## config.mk

```make
export PLATFORM = sky130hd
export DESIGN_NAME = risc_fetch_queue
export DESIGN_NICKNAME = d
export VERILOG_FILES = /design/src/rtl/risc_fetch_queue.sv
export SDC_FILE = /design/constraint.sdc
export NUM_CORES = 1
export LEC_CHECK = 0
export BUFFER_PORTS_ARGS = -buffer_cell sky130_fd_sc_hd__buf_2
export CAP_MARGIN = 20
export CORE_MARGIN = 1.5
export CORE_UTILIZATION = 40
export CTS_CLUSTER_SIZE = 10
export DETAILED_ROUTE_END_ITERATION = 6
export SYNTH_ARGS = -nofsm -noshare
export SYNTH_HDL_FRONTEND = slang
export SYNTH_SLANG_ARGS = --single-unit
export TNS_END_PERCENT = 5
```

## constraint.sdc

```tcl
create_clock -name clk -period 6.3 [get_ports clk]
set_input_delay 1.89 -clock clk [delete_from_list [all_inputs] [get_ports clk]]
set_output_delay 1.89 -clock clk [all_outputs]
set_load 0.05 [all_outputs]
```

## src/rtl/risc_fetch_queue.sv

```systemverilog
// rtl/risc_fetch_queue.sv - in-order instruction fetch queue with branch redirect and wrong-path discard
// Optional FETCH_BYPASS_EN: a response arriving at an empty queue drives the decode outputs in the same cycle.
module risc_fetch_queue #(
  parameter int          DEPTH    = 4,
  parameter logic [31:0] RESET_PC = 32'h0000_0000
) (
  input  logic        clk,
  input  logic        rst,
  input  logic        redirect_i,
  input  logic [31:0] redirect_pc_i,
  input  logic        stall_i,
  output logic        imem_req_o,
  output logic [31:0] imem_addr_o,
  input  logic        imem_ready_i,
  input  logic        imem_rvalid_i,
  input  logic [31:0] imem_rdata_i,
  output logic [31:0] instr_o,
  output logic [31:0] pc_o,
  output logic [31:0] pc_plus4_o,
  output logic        valid_o
);

  localparam int          AW      = $clog2(DEPTH);
  localparam int          CW      = AW + 1;
  localparam logic [31:0] NOP     = 32'h0000_0013;
  localparam logic [CW:0] DEPTH_W = (CW + 1)'(DEPTH);

  logic [31:0]   fpc_q, fpc_d;
  logic [31:0]   rpc_q, rpc_d;
  logic [CW-1:0] occ_q, occ_d;
  logic [CW-1:0] out_q, out_d;
  logic [CW-1:0] drop_q, drop_d;
  logic [AW-1:0] rd_ptr_q, rd_ptr_d;
  logic [AW-1:0] wr_ptr_q, wr_ptr_d;

  logic [31:0] fifo_instr_q [DEPTH];
  logic [31:0] fifo_pc_q    [DEPTH];

  logic [CW:0] inflight;
  logic        issue;
  logic        rsp_accept;
  logic        rsp_keep;
  logic        head_valid;
  logic        byp_valid;
  logic        byp_take;
  logic        push;
  logic        pop;

  // Credits cover both buffered and in-flight words, so a response always has a free slot.
  assign inflight   = {1'b0, occ_q} + {1'b0, out_q};
  assign imem_req_o = rst && !redirect_i && (inflight < DEPTH_W);
  assign imem_addr_o = fpc_q;
  assign issue      = imem_req_o && imem_ready_i;
  assign rsp_accept = imem_rvalid_i && (out_q != '0);
  assign rsp_keep   = rsp_accept && (drop_q == '0) && !redirect_i;
  assign head_valid = (occ_q != '0);

`ifdef FETCH_BYPASS_EN
  assign byp_valid = rsp_keep && !head_valid;
`else
  assign byp_valid = 1'b0;
`endif

  assign byp_take = byp_valid && !stall_i;
  assign pop      = head_valid && !stall_i && !redirect_i;
  assign push     = rsp_keep && !byp_take;

  always_comb begin
    fpc_d    = fpc_q;
    rpc_d    = rpc_q;
    occ_d    = occ_q;
    drop_d   = drop_q;
    rd_ptr_d = rd_ptr_q;
    wr_ptr_d = wr_ptr_q;
    out_d    = out_q + CW'(issue) - CW'(rsp_accept);

    if (redirect_i) begin
      // Everything still in flight belongs to the wrong path, except a response retiring this cycle.
      fpc_d    = redirect_pc_i;
      rpc_d    = redirect_pc_i;
      occ_d    = '0;
      rd_ptr_d = '0;
      wr_ptr_d = '0;
      drop_d   = out_q - CW'(rsp_accept);
    end else begin
      if (issue)
        fpc_d = fpc_q + 32'd4;
      if (rsp_accept && (drop_q != '0))
        drop_d = drop_q - CW'(1);
      if (rsp_keep)
        rpc_d = rpc_q + 32'd4;
      if (push)
        wr_ptr_d = wr_ptr_q + AW'(1);
      if (pop)
        rd_ptr_d = rd_ptr_q + AW'(1);
      occ_d = occ_q + CW'(push) - CW'(pop);
    end
  end

  always_ff @(posedge clk or negedge rst) begin
    if (!rst) begin
      fpc_q    <= RESET_PC;
      rpc_q    <= RESET_PC;
      occ_q    <= '0;
      out_q    <= '0;
      drop_q   <= '0;
      rd_ptr_q <= '0;
      wr_ptr_q <= '0;
    end else begin
      fpc_q    <= fpc_d;
      rpc_q    <= rpc_d;
      occ_q    <= occ_d;
      out_q    <= out_d;
      drop_q   <= drop_d;
      rd_ptr_q <= rd_ptr_d;
      wr_ptr_q <= wr_ptr_d;
    end
  end

  always_ff @(posedge clk) begin
    if (push) begin
      fifo_instr_q[wr_ptr_q] <= imem_rdata_i;
      fifo_pc_q[wr_ptr_q]    <= rpc_q;
    end
  end

  always_comb begin
    valid_o    = head_valid || byp_valid;
    instr_o    = NOP;
    pc_o       = 32'h0;
    pc_plus4_o = 32'h0;
    if (head_valid) begin
      instr_o    = fifo_instr_q[rd_ptr_q];
      pc_o       = fifo_pc_q[rd_ptr_q];
      pc_plus4_o = fifo_pc_q[rd_ptr_q] + 32'd4;
    end else if (byp_valid) begin
      instr_o    = imem_rdata_i;
      pc_o       = rpc_q;
      pc_plus4_o = rpc_q + 32'd4;
    end
  end

endmodule

```

==> flow_summary.yaml <==
critical_path:
  setup.worst_path.start_class: "flip-flop"
  cp_slowest_stage_delay_ps: 760
  worst_ep_arrival_ps: 3720
  critical_path.endpoint_type: "output pin"
  crit_path_max_fanout: 42
  critical_path.slowest_cell: "dfrtp_4"
  worst_ep_required_time_ps: 4410
  r2r_start: "occ_q[1]$_DFF_PN0_"
  worstPathCellList: "buf_12, mux4_2, and4_1, nand2_1, or4_1, a21oi_1, buf_2"
  crit_path_start: "rd_ptr_q[0]$_DFFE_PN0P_"
  critical_path_class: "reg2out"
power:
  cellInternalPower_uw: 4580
  p_per_area_mw_per_mm2: 456
  switching_share_pct: 42.3
  p_comb_share_pct: 40.9
  power_switching_uw: 3360
  power.share.clock_pct: 25.1
  ir_drop_uv: 304
  total_leakage_power_uw: 0.00630
  power.share.sequential_pct: 34.0
clock_tree:
  clkSinkCount: 333
  cts_buffer_depth: 3
  clock_tree.root_cell: "clkbuf_16"
  clkTransAtPathRegs_ps: 50
  cts_setup_buffers: 0
  source_to_sink_clock_delay_at_the_later_pin_of_the_worst_skew_pair_ps: 520
  cts_tree: "yes"
  cts_resized: 0
  cts.htree.levels: 2
  post_cts_hold_buffer_count: 0
  inserted_clock_buffers: 40
route:
  routed_wirelength_um: 34900
  first_iter_violations: 652
  avgRoutedWirePerCell_um: 20.6
  route.detailed.drc: 0
  final_antenna_net_count: 0
  avgViaCountPerCell: 5.51
  via_count: 9353
  length_of_the_first_detailed_routing_pass_in_iterations: 5
hold_path:
  hold_path_startpoint: "imem_addr_o[1]$_DFFE_PN0P_"
  timing.hold.worst.class: "reg2reg"
timing:
  slew_headroom_pct: 31.7
  period_needed_ps: 5610
  worst_tran_pin_value_ps: 1020
  fmax_mhz: 178
  grt_setup_unrepaired: "no"
  hold_viol_final: 0
  totalNegativeSetupSlack_ps: 0
  finalMaxSlewViolations: 0
  setup_viol: 0
  fin_worst_skew_ps: 17.3
  final.period_utilization_pct: 89.0
die:
  coreArea_sq_mm: 0.0366
  initial_utilization_pct: 40.6
  design.portCount: 200
  die_width_um: 196
  dieArea_sq_mm: 0.0383
  die_y_um: 196
  rows: 70
final_layout:
  layout.nets: 1303
  flow.area_growth_from_synthesis_pct: 17.1
  fin_area_sq_mm: 0.0174
  nFillCells: 3215
  layout-drive-gt1-share_pct: 28.9
  final_cell_count_no_fill: 1698
  number_of_antenna_cells_inserted: 0
status:
  status: "finished clean"
grt:
  grt_first_pass_wirelength_um: 53900
  antenna_found_initial: 3
  first_global_vias: 9218
  grt_usage_pct: 18.2
  grt_max_degree: 65
  grt.overflow.total: 0
synthesis:
  synthesis.area_per_instance_sq_um: 14.7
  seq_area_frac_synth_pct: 64.7
  synth-warning-count: 0
  mapped_nets: 1102
  synth_edf_count: 256
  number_of_distinct_library_cells_after_synthesis: 54
  postSynthCellCount: 1013
  postSynth.asyncResetShare_pct: 23.1
  synth-seq-cells: 333
  synth_flop_cell: "edfxtp_1"
  syn_area_sq_mm: 0.0149
place:
  routability_driven_placement_congestion_ratio: 0.825
  dpl.cell_count: 1640
  detailed_place.area_sq_mm: 0.0163
  post-dp-hpwl_um: 22500
  port_bufs: 199
job:
  cap_violations: 0
kinds of logic after synthesis:
kind of cell / synth area share (%)
AO/OA/AOI/OAI: 4.91
multiplexers: 11.1
buffers and inverters: 2.77
AND/OR/NAND/NOR: 12.1
XOR/XNOR: 2.77
adder cells (fa/ha/maj): 1.70
flip-flops: 64.7
cells in the final DEF (no fill, tap or decap), types with 11 or more instances in the layout:
cell	netlist	layout
a21oi_1	25	25
a31oi_1	12	12
and2_1	63	59
and3_1	11	11
buf_2	6	198
buf_4	3	11
clkbuf_16	0	40
dfrtp_1	77	75
edfxtp_1	256	256
ha_1	17	17
inv_1	32	31
mux2_2	16	16
mux4_2	60	60
nand2_1	59	59
nand3_1	39	39
nand4_1	28	28
nor2_1	54	54
nor3_1	13	12
o21ai_0	46	46
o31ai_1	12	12
or3_1	14	14
or4_1	15	15
xnor2_1	35	35
xor2_1	12	12
power by group through the flow:
stage	Combinational [uW]	Sequential (uW)	Clock, uW
after floorplan	2490	2750	0
after global placement	3260	2740	0
after CTS	3280	2700	2050
after detailed placement	3270	2740	0
final	3250	2700	2000
after global routing	3440	2730	2140
per-layer routing:
layer / GRT usage, % / routed length [um] / vias up
li1: - / - / 4287
met4: 4.96 / 796 / 6
met5: 0 / 39 / -
met2: 28.4 / 15900 / 357
met1: 26.6 / 16000 / 4641
met3: 3.01 / 2240 / 62
cell type report:
class / count / area [sq um] / share of cell area, %
flip-flops and latches: 333 / 9620 / 55.2
repair buffers: 211 / 1110 / 6.40
inverters: 32 / 120 / 0.690
well taps: 468 / 586 / 3.36
multi-input cells: 596 / 4860 / 27.9
clock inverters: 5 / 38.8 / 0.223
clock buffers: 53 / 1080 / 6.20
synth_stat cells, types with 6 or more instances:
library cell / number / area share, %
clkbuf_1: 33 / 0.83
mux4_2: 60 / 9.1
or3_1: 14 / 0.59
xnor2_1: 35 / 2.1
edfxtp_1: 256 / 52
dfrtp_1: 77 / 13
o311ai_0: 10 / 0.59
buf_6: 6 / 0.45
o21ai_0: 46 / 1.5
nand2_1: 59 / 1.5
nor2_1: 54 / 1.4
a31oi_1: 12 / 0.50
and2_1: 63 / 2.7
mux2_2: 16 / 1.2
buf_2: 6 / 0.20
a21oi_1: 25 / 0.84
nor3_1: 13 / 0.44
o31ai_1: 12 / 0.61
o211ai_1: 9 / 0.45
nand3_1: 39 / 1.3
nand4_1: 28 / 1.2
nor4_1: 6 / 0.25
ha_1: 17 / 1.4
and3_1: 11 / 0.46
inv_1: 32 / 0.81
xor2_1: 12 / 0.71
or4_1: 15 / 0.76
final timing paths:
| check | end | slack (ps) | cells after the start |
|---|---|---|---|
| worst max-delay path | pc_plus4_o[31] | 690 | 7 |
| worst min-delay path | imem_addr_o[1]$_DFFE_PN0P_ | 520 | 2 |
| worst max register to register | out_q[2]$_DFF_PN0_ | 3410 | 12 |
| worst min register to register | imem_addr_o[1]$_DFFE_PN0P_ | 520 | 2 |
| max in group asynchronous | rd_ptr_q[0]$_DFFE_PN0P_ | 3870 | 2 |
| min in group asynchronous | imem_addr_o[3]$_DFFE_PN0P_ | 1280 | 1 |
stage by stage:
stage                     total power [uW]  hold WS, ps  setup WS [ps]  utilization, %
final                                 7950          524            692            47.6
after global routing                  8310          583            385            47.6
after CTS                             8030          526            648            47.6
after detailed placement              6020          520           1200            44.5
after global placement                5990          513           1230            44.5
after floorplan                       5250          476           1210               -
worst max-delay path, delay by kind of cell, from the launching register on:
family	cells	cell delay [ps]
DFF	1	760
buffers and inverters	2	680
muxes	1	350
and+or+nand+nor	3	1200
AOI/OAI and AO/OA	1	180
sequential cells by signal (all words and copies together), names as in the netlist:
signal        flops
imem_addr_o      32
occ_q             3
out_q             3
drop_q            3
rd_ptr_q          2
fifo_pc_q       128
fifo_instr_q    128
rpc_q            32
wr_ptr_q          2
Note: power is estimated with default switching activity, not from simulation.
